--- src/rtl/uart_rx_fifo_if.sv ---
// Handshake bundle between the UART receiver, the RX byte FIFO and the CPU read path.
// The slave modport is the FIFO side; the master modport is the UART/CPU side.
interface uart_rx_fifo_if #(
  parameter int DEPTH = 8,
  parameter int WIDTH = 8
);
  localparam int CW = $clog2(DEPTH) + 1;

  logic [WIDTH-1:0] uart_data;
  logic             uart_valid;
  logic             uart_ready;
  logic             rd_en;
  logic [WIDTH-1:0] rd_data;
  logic             empty;
  logic             full;
  logic [CW-1:0]    count;
  logic             underflow;
  logic             clr_underflow;

  modport slave (
    input  uart_data, uart_valid, rd_en, clr_underflow,
    output uart_ready, rd_data, empty, full, count, underflow
  );

  modport master (
    output uart_data, uart_valid, rd_en, clr_underflow,
    input  uart_ready, rd_data, empty, full, count, underflow
  );
endinterface

--- src/rtl/uart_rx_fifo.sv ---
// First-word-fall-through receive byte FIFO between the UART receiver and the CPU UART read port.
// Reports count/empty/full and keeps a sticky underflow flag for firmware debug.
module uart_rx_fifo #(
  parameter int DEPTH = 8,
  parameter int WIDTH = 8
) (
  input  logic           clk,
  input  logic           rst,
  uart_rx_fifo_if.slave  bus
);
  localparam int AW = $clog2(DEPTH);
  localparam int CW = AW + 1;

  logic [WIDTH-1:0] mem_q [DEPTH];
  logic [AW-1:0]    wr_ptr_q, wr_ptr_d;
  logic [AW-1:0]    rd_ptr_q, rd_ptr_d;
  logic [CW-1:0]    count_q, count_d;
  logic             underflow_q, underflow_d;

  logic empty_w;
  logic full_w;
  logic push;
  logic pop;

  // Status is decoded from registered count only, so ready never depends on this cycle's inputs.
  assign empty_w = (count_q == '0);
  assign full_w  = (count_q == CW'(DEPTH));
  assign push    = bus.uart_valid && !full_w;
  assign pop     = bus.rd_en && !empty_w;

  always_comb begin
    wr_ptr_d    = wr_ptr_q;
    rd_ptr_d    = rd_ptr_q;
    count_d     = count_q;
    underflow_d = underflow_q;

    if (push) wr_ptr_d = wr_ptr_q + AW'(1);
    if (pop)  rd_ptr_d = rd_ptr_q + AW'(1);

    if (push && !pop)      count_d = count_q + CW'(1);
    else if (pop && !push) count_d = count_q - CW'(1);

    // A fresh underflow in the same cycle as a clear must remain visible.
    if (bus.clr_underflow)        underflow_d = 1'b0;
    if (bus.rd_en && empty_w)     underflow_d = 1'b1;
  end

  always_ff @(posedge clk or posedge rst) begin
    if (rst) begin
      wr_ptr_q    <= '0;
      rd_ptr_q    <= '0;
      count_q     <= '0;
      underflow_q <= 1'b0;
    end else begin
      wr_ptr_q    <= wr_ptr_d;
      rd_ptr_q    <= rd_ptr_d;
      count_q     <= count_d;
      underflow_q <= underflow_d;
    end
  end

  // Storage is left uninitialised; the pointers and count define which entries are live.
  always_ff @(posedge clk) begin
    if (push) mem_q[wr_ptr_q] <= bus.uart_data;
  end

  assign bus.uart_ready = !full_w;
  assign bus.empty      = empty_w;
  assign bus.full       = full_w;
  assign bus.count      = count_q;
  assign bus.underflow  = underflow_q;
  assign bus.rd_data    = empty_w ? '0 : mem_q[rd_ptr_q];
endmodule

--- src/flat_wrapper.sv ---
// flat-port wrapper written by rule: the top's interface ports become plain ports
module uart_rx_fifo_flat 
#(
  parameter int DEPTH = 8,
  parameter int WIDTH = 8
)
  (clk, rst, bus_uart_data, bus_uart_valid, bus_rd_en, bus_clr_underflow, bus_uart_ready, bus_rd_data, bus_empty, bus_full, bus_count, bus_underflow);
  uart_rx_fifo_if #(.DEPTH(DEPTH), .WIDTH(WIDTH)) bus_i ();
  input  logic clk;
  input  logic rst;
  input wire logic [$bits(bus_i.uart_data)-1:0] bus_uart_data;
  input wire logic [$bits(bus_i.uart_valid)-1:0] bus_uart_valid;
  input wire logic [$bits(bus_i.rd_en)-1:0] bus_rd_en;
  input wire logic [$bits(bus_i.clr_underflow)-1:0] bus_clr_underflow;
  output wire logic [$bits(bus_i.uart_ready)-1:0] bus_uart_ready;
  output wire logic [$bits(bus_i.rd_data)-1:0] bus_rd_data;
  output wire logic [$bits(bus_i.empty)-1:0] bus_empty;
  output wire logic [$bits(bus_i.full)-1:0] bus_full;
  output wire logic [$bits(bus_i.count)-1:0] bus_count;
  output wire logic [$bits(bus_i.underflow)-1:0] bus_underflow;
  assign bus_i.uart_data = bus_uart_data;
  assign bus_i.uart_valid = bus_uart_valid;
  assign bus_i.rd_en = bus_rd_en;
  assign bus_i.clr_underflow = bus_clr_underflow;
  assign bus_uart_ready = bus_i.uart_ready;
  assign bus_rd_data = bus_i.rd_data;
  assign bus_empty = bus_i.empty;
  assign bus_full = bus_i.full;
  assign bus_count = bus_i.count;
  assign bus_underflow = bus_i.underflow;
  uart_rx_fifo #(.DEPTH(DEPTH), .WIDTH(WIDTH)) u_core (.clk(clk), .rst(rst), .bus(bus_i));
endmodule
--- config.mk ---
export PLATFORM = sky130hd
export DESIGN_NAME = uart_rx_fifo_flat
export DESIGN_NICKNAME = d
export VERILOG_FILES = /design/src/rtl/uart_rx_fifo_if.sv /design/src/rtl/uart_rx_fifo.sv /design/src/flat_wrapper.sv
export SDC_FILE = /design/constraint.sdc
export NUM_CORES = 1
export LEC_CHECK = 0
export CAP_MARGIN = 15
export CORE_UTILIZATION = 35
export DETAILED_ROUTE_END_ITERATION = 10
export PLACE_DENSITY_LB_ADDON = 0.1
export SETUP_SLACK_MARGIN = 0.3
export SKIP_LAST_GASP = 1
export SLEW_MARGIN = 20
export SYNTH_ARGS = -nofsm -noshare
export SYNTH_HDL_FRONTEND = slang
export SYNTH_SLANG_ARGS = --single-unit
--- constraint.sdc ---
create_clock -name clk -period 2.61 [get_ports clk]
set_clock_uncertainty 0.2 [all_clocks]
set_input_delay 0.261 -clock clk [delete_from_list [all_inputs] [get_ports clk]]
set_output_delay 0.261 -clock clk [all_outputs]
set_load 0.02 [all_outputs]
---- Yosys cells after proc, flatten, opt, wreduce, memory -nomap -nowiden ----
Memories as Yosys holds them, arrays and structs flattened.
Index checks and enable logic that the tools add are counted.
cells by class
  add/subtract/negate cells ............... 4
  equal/unequal tests ..................... 1
  muxes and demuxes ....................... 7
  reduce and logical (&&, ||, !) cells .... 12
operators by type and width
  operator                                                             number
  4-bit 2-to-1 mux                                                     2
  8-bit 2-to-1 mux                                                     1
  3-bit by 1-bit adder with 3-bit output (second input constant)       2
  1-bit logical AND                                                    5
  4-bit by 1-bit adder with 4-bit output (second input constant)       1
  4-bit == test (second input constant)                                1
  1-bit logical NOT                                                    4
  4-bit logical NOT                                                    1
  1-bit 2-to-1 mux                                                     4
  2-bit nonzero test                                                   2
  4-bit by 1-bit subtractor with 4-bit output (second input constant)  1
storage, ports and cells
  register bits ........................... 11
  RAM bits ................................ 64
  bits of input ports ..................... 13
  output and inout bits ................... 16
  logic and storage cells ................. 29
  memories ................................ 1
memory list
  memory        words  width  read ports  clocked after memory_dff  write ports  line                text
  u_core.mem_q  8      8      1           0                         1            uart_rx_fifo.sv:14  logic [WIDTH-1:0] mem_q [DEPTH];

---- Depth between registers and ports, before layout ----
  depth in word-level cells ............... 7
  mapped depth ............................ 10
  mapped depth without buffers ............ 9

---- Least setup slack after synthesis ----
OpenSTA, ideal clock, no wires.
  path kind ............................... register to register
  from .................................... reg u_core.count_q[0], in the netlist u_core.bus.count[0]
  to ...................................... reg u_core.count_q[3], in the netlist u_core.bus.count[3]
  setup time .............................. 0.131 ns
  data arrival time ....................... 2.575 ns
  required time ........................... 2.279 ns
  slack ................................... -0.296 ns
  cell stages (with the launch flop) ...... 11
  buffers on the path ..................... 1
  clock period less this slack ............ 2.906 ns
  path through ............................ dfrtp_1 -> or4b_1 -> buf_2 -> nand2_1 -> inv_1 -> ha_1 -> inv_1 -> ha_1 -> or4_1 -> nand3_1 -> o211ai_1
on the way
  longest elaborated chain between the ends .. 6
  elaborated cells on any way between the ends .. 15
  those cells by class .................... add/sub (2); eq/ne (1); mux (2); reduce/logical (10)
RTL lines
  element                              line                text
  from (decl)                          uart_rx_fifo.sv:17  logic [CW-1:0] count_q, count_d;
  from (signal assigned)               uart_rx_fifo.sv:57  count_q <= count_d;
  4-bit == test *                      uart_rx_fifo.sv:27  assign full_w = (count_q == CW'(DEPTH));
  1-bit logical NOT *                  --
  named net bus_uart_ready             flat_wrapper.sv:15  output wire logic [$bits(bus_i.uart_ready)-1:0] bus_uart_ready;
  1-bit logical AND *                  uart_rx_fifo.sv:28  assign push = bus.uart_valid && !full_w;
  named net u_core.push                uart_rx_fifo.sv:22  logic push;
  1-bit logical NOT                    uart_rx_fifo.sv:41  else if (pop && !push) count_d = count_q - CW'(1);
  1-bit logical AND                    uart_rx_fifo.sv:41
  2-bit nonzero test (no source line)  --
Mark *: on every way through the listed nets, which the timed path passes. The rest lies on a longest branch. The select of a mux whose other input is x is not followed.
A chain may end at the register's enable or synchronous reset.

---- Worst setup path after layout ----
  from .................................... reg u_core.count_q[1], in the netlist u_core.bus.count[1]
  to ...................................... reg u_core.count_q[3], in the netlist u_core.bus.count[3]
on the way
  longest elaborated chain between the ends .. 6
  elaborated cells on any way between the ends .. 15
  those cells by class .................... add/sub (2); eq/ne (1); mux (2); reduce/logical (10)
RTL lines
  element
  branches (longest 6 deep; another with 4-bit by 1-bit subtractor with 4-bit output)
Several ways; the timed one is not identified. The select of a mux whose other input is x is not followed.

==> impl_metrics.ini <==
[detailed_routing]
viasPerCell = 5.10
ant_nets = 0
drtIter0Drc = 51
remaining_drc_errors = 0
routed-via-count = 1664
wl_um = 6110
wire_per_inst_um = 18.8
dr.pass1.iters = 4

[final_layout]
final_cell_mix = edfxtp_1 (64), clkdlybuf4s50_1 (17), mux4_2 (16), buf_4 (16)
drive_gt1_share_pct = 39.8
fin_util_pct = 46.6
stdcell_area_um2 = 3900
antenna_cells = 0
multi_input_area_um2 = 910
layout_commonest_cell = edfxtp_1
final_nets = 235
fillers = 736
areaGrowthSynthToFinish_pct = 26.6
seq_area_um2 = 2200

[die]
die_w_um = 95.9
dieArea_um2 = 9190
coreArea_um2 = 8380
rows = 33
die_y_um = 95.9
io_pins = 29
start_util_pct = 36.8

[clock_tree]
clk_pin_slew_ns = 0.07
clkLatencyLatePin_ns = 0.33
h-tree-depth = 3
cts.sinks = 75
hold_buffers = 0
root_buffer = clkbuf_8
cts_buffers = 9
tritoncts = done
clockBufferDepth = 2

[place]
gp_congestion = 0.750
dp_hpwl_um = 3910
port-buffer-count = 28
pre_cts_slack_ns = -0.0230
place_area_um2 = 3600

[sta]
slew_headroom_pct = 58.3
hold_viol = 0
setup_ws_ns = 0.111
tightest_slew_ns = 0.625
post-route-min-period_ns = 2.50
fin_hold_ws_ns = 0.0184
rsz0062_at_grt = true
period_share_pct = 95.8
setup_violations = 0
drv_slew = 0
max_freq_ghz = 0.400

[outcome]
status = complete, no violations

[pwr]
irDropWorstVdd_mv = 0.498
powerDensity_nw_per_um2 = 1190
leakagePower_uw = 0.00136

[synth]
post_synth.cell_area_avg_um2 = 18.7
synth_cell_type_count = 31
ys_ff_latch = 75
synthesis.nets = 184
ys_seq_area_share_pct = 71.3
synthCells = 165
synthesis.area_um2 = 3080
synth_warnings = 0

[setup_path]
path_max_fanout = 4
cp_data_arrival_time_ns = 2.51
r2r_setup_slack_ns = 0.11
crit_type = register to register
critPathMaxStageDelay_ns = 0.58
startpoint_type = register
r2r_start = u_core.bus.count[1]$_DFFE_PP0P_
slowest_stage = or4_4
worstPathCellList = or4_4 -> nand2_4 -> ha_4 -> inv_4 -> ha_4 -> or4_4 -> nand3_2 -> o211ai_1
rr_worst_depth = 8
end_kind = register
regToRegEndpoint = u_core.bus.count[3]$_DFFE_PP0P_
crit_required_ns = 2.62
crit_start = u_core.bus.count[1]$_DFFE_PP0P_

[grt]
antenna_found_initial = 0
grt_pass1_wl_um = 9290
grt.overflow.total = 0
grt_pass1_vias = 1773
track_usage_pct = 14.9
grt_max_degree = 19

[hold_path]
hold_path.class = input port to async pin

[job]
maxCapViolCount = 0
==> worst max-delay path, delay by kind of cell, from the launching register on <==
family                   cells  cell delay [ns]
AND/OR/NAND/NOR              4             1.32
buffers and inverters        1             0.04
adder cells (fa/ha/maj)      2             0.30
AO/OA/AOI/OAI                1             0.09
flip-flops                   1             0.41
==> report_power, final <==
group / internal [uW] / switching, uW
Clock: 434 / 399
Sequential: 1550 / 126
Combinational: 1120 / 1030
==> synthesized netlist by cell type <==
cell type / count / share of area [%]
mux2_2: 3 / 1.1
nand3_1: 6 / 0.97
a22o_2: 1 / 0.32
nand2b_1: 2 / 0.41
mux4_2: 16 / 12
or3_1: 1 / 0.20
dfrtp_1: 11 / 8.9
clkbuf_2: 1 / 0.16
buf_6: 2 / 0.73
nor3_1: 3 / 0.49
buf_1: 1 / 0.12
fa_1: 1 / 0.65
nand3b_1: 3 / 0.73
and2_4: 1 / 0.28
ha_1: 5 / 2.0
edfxtp_1: 64 / 62
inv_1: 6 / 0.73
or4_1: 1 / 0.24
nor2_1: 7 / 0.85
clkbuf_1: 1 / 0.12
o21ai_0: 2 / 0.32
or4b_1: 1 / 0.32
mux2i_1: 1 / 0.32
buf_2: 2 / 0.32
a21oi_1: 2 / 0.32
nand2_1: 5 / 0.61
or4_4: 1 / 0.37
xnor2_1: 6 / 1.7
a22o_1: 7 / 2.0
a2111o_1: 1 / 0.37
o211ai_1: 1 / 0.24
==> final cells by class <==
| class | instances | share of cell area, % |
|---|---|---|
| clock buffer | 10 | 3.27 |
| timing repair buffer | 47 | 11.5 |
| clock inverter | 6 | 1.44 |
| multi-input combinational | 77 | 23.3 |
| sequential | 75 | 56.4 |
| tap | 105 | 3.37 |
| inverter | 6 | 0.641 |
==> timing repair <==
item | 4_1_cts | 5_1_grt
setup endpoints to repair | 54 | 21
pin swaps | 14 | 5
gates resized for setup | 68 | 8
buffers inserted | 6 | 2
==> state kept, by name (all words and copies together), names as in the netlist <==
signal / flops
u_core.rd_ptr_q: 3
u_core.bus.underflow: 1
u_core.mem_q: 64
u_core.wr_ptr_q: 3
u_core.bus.count: 4
==> worst max-delay path by stage <==
| stage | to |
|---|---|
| after floorplan | u_core.bus.count[3]$_DFFE_PP0P_ |
| after global placement | bus_rd_data[6] |
| after detailed placement | u_core.bus.count[3]$_DFFE_PP0P_ |
| after CTS | u_core.bus.count[3]$_DFFE_PP0P_ |
| after global routing | u_core.bus.count[3]$_DFFE_PP0P_ |
| final | u_core.bus.count[3]$_DFFE_PP0P_ |
==> per-layer routing <==
metal / global-route usage (%) / part of all wire, % / up-vias
li1: - / - / 758
met1: 18.0 / 44 / 858
met2: 24.6 / 51 / 32
met3: 3.00 / 2.3 / 16
met4: 8.96 / 2.7 / 0
met5: 0 / 0 / -
==> kinds of logic after synthesis <==
| family | after synthesis | share of synthesized area (%) |
|---|---|---|
| buf+inv | 13 | 2.19 |
| mux | 20 | 13.1 |
| simple gates | 31 | 5.48 |
| compound gates | 14 | 3.57 |
| xor+xnor | 6 | 1.70 |
| fa+ha+maj | 6 | 2.68 |
| flops | 75 | 71.3 |
==> metrics by stage <==
stage / std cells / power [uW] / TNS, ns
floorplan: 165 / 2930 / 0
global placement: 302 / 3620 / 0
detailed placement: 302 / 3690 / -0.0230
CTS: 324 / 4630 / 0
global route: 326 / 4920 / 0
finish: 326 / 4660 / 0
(Power assumes the default switching activity.)
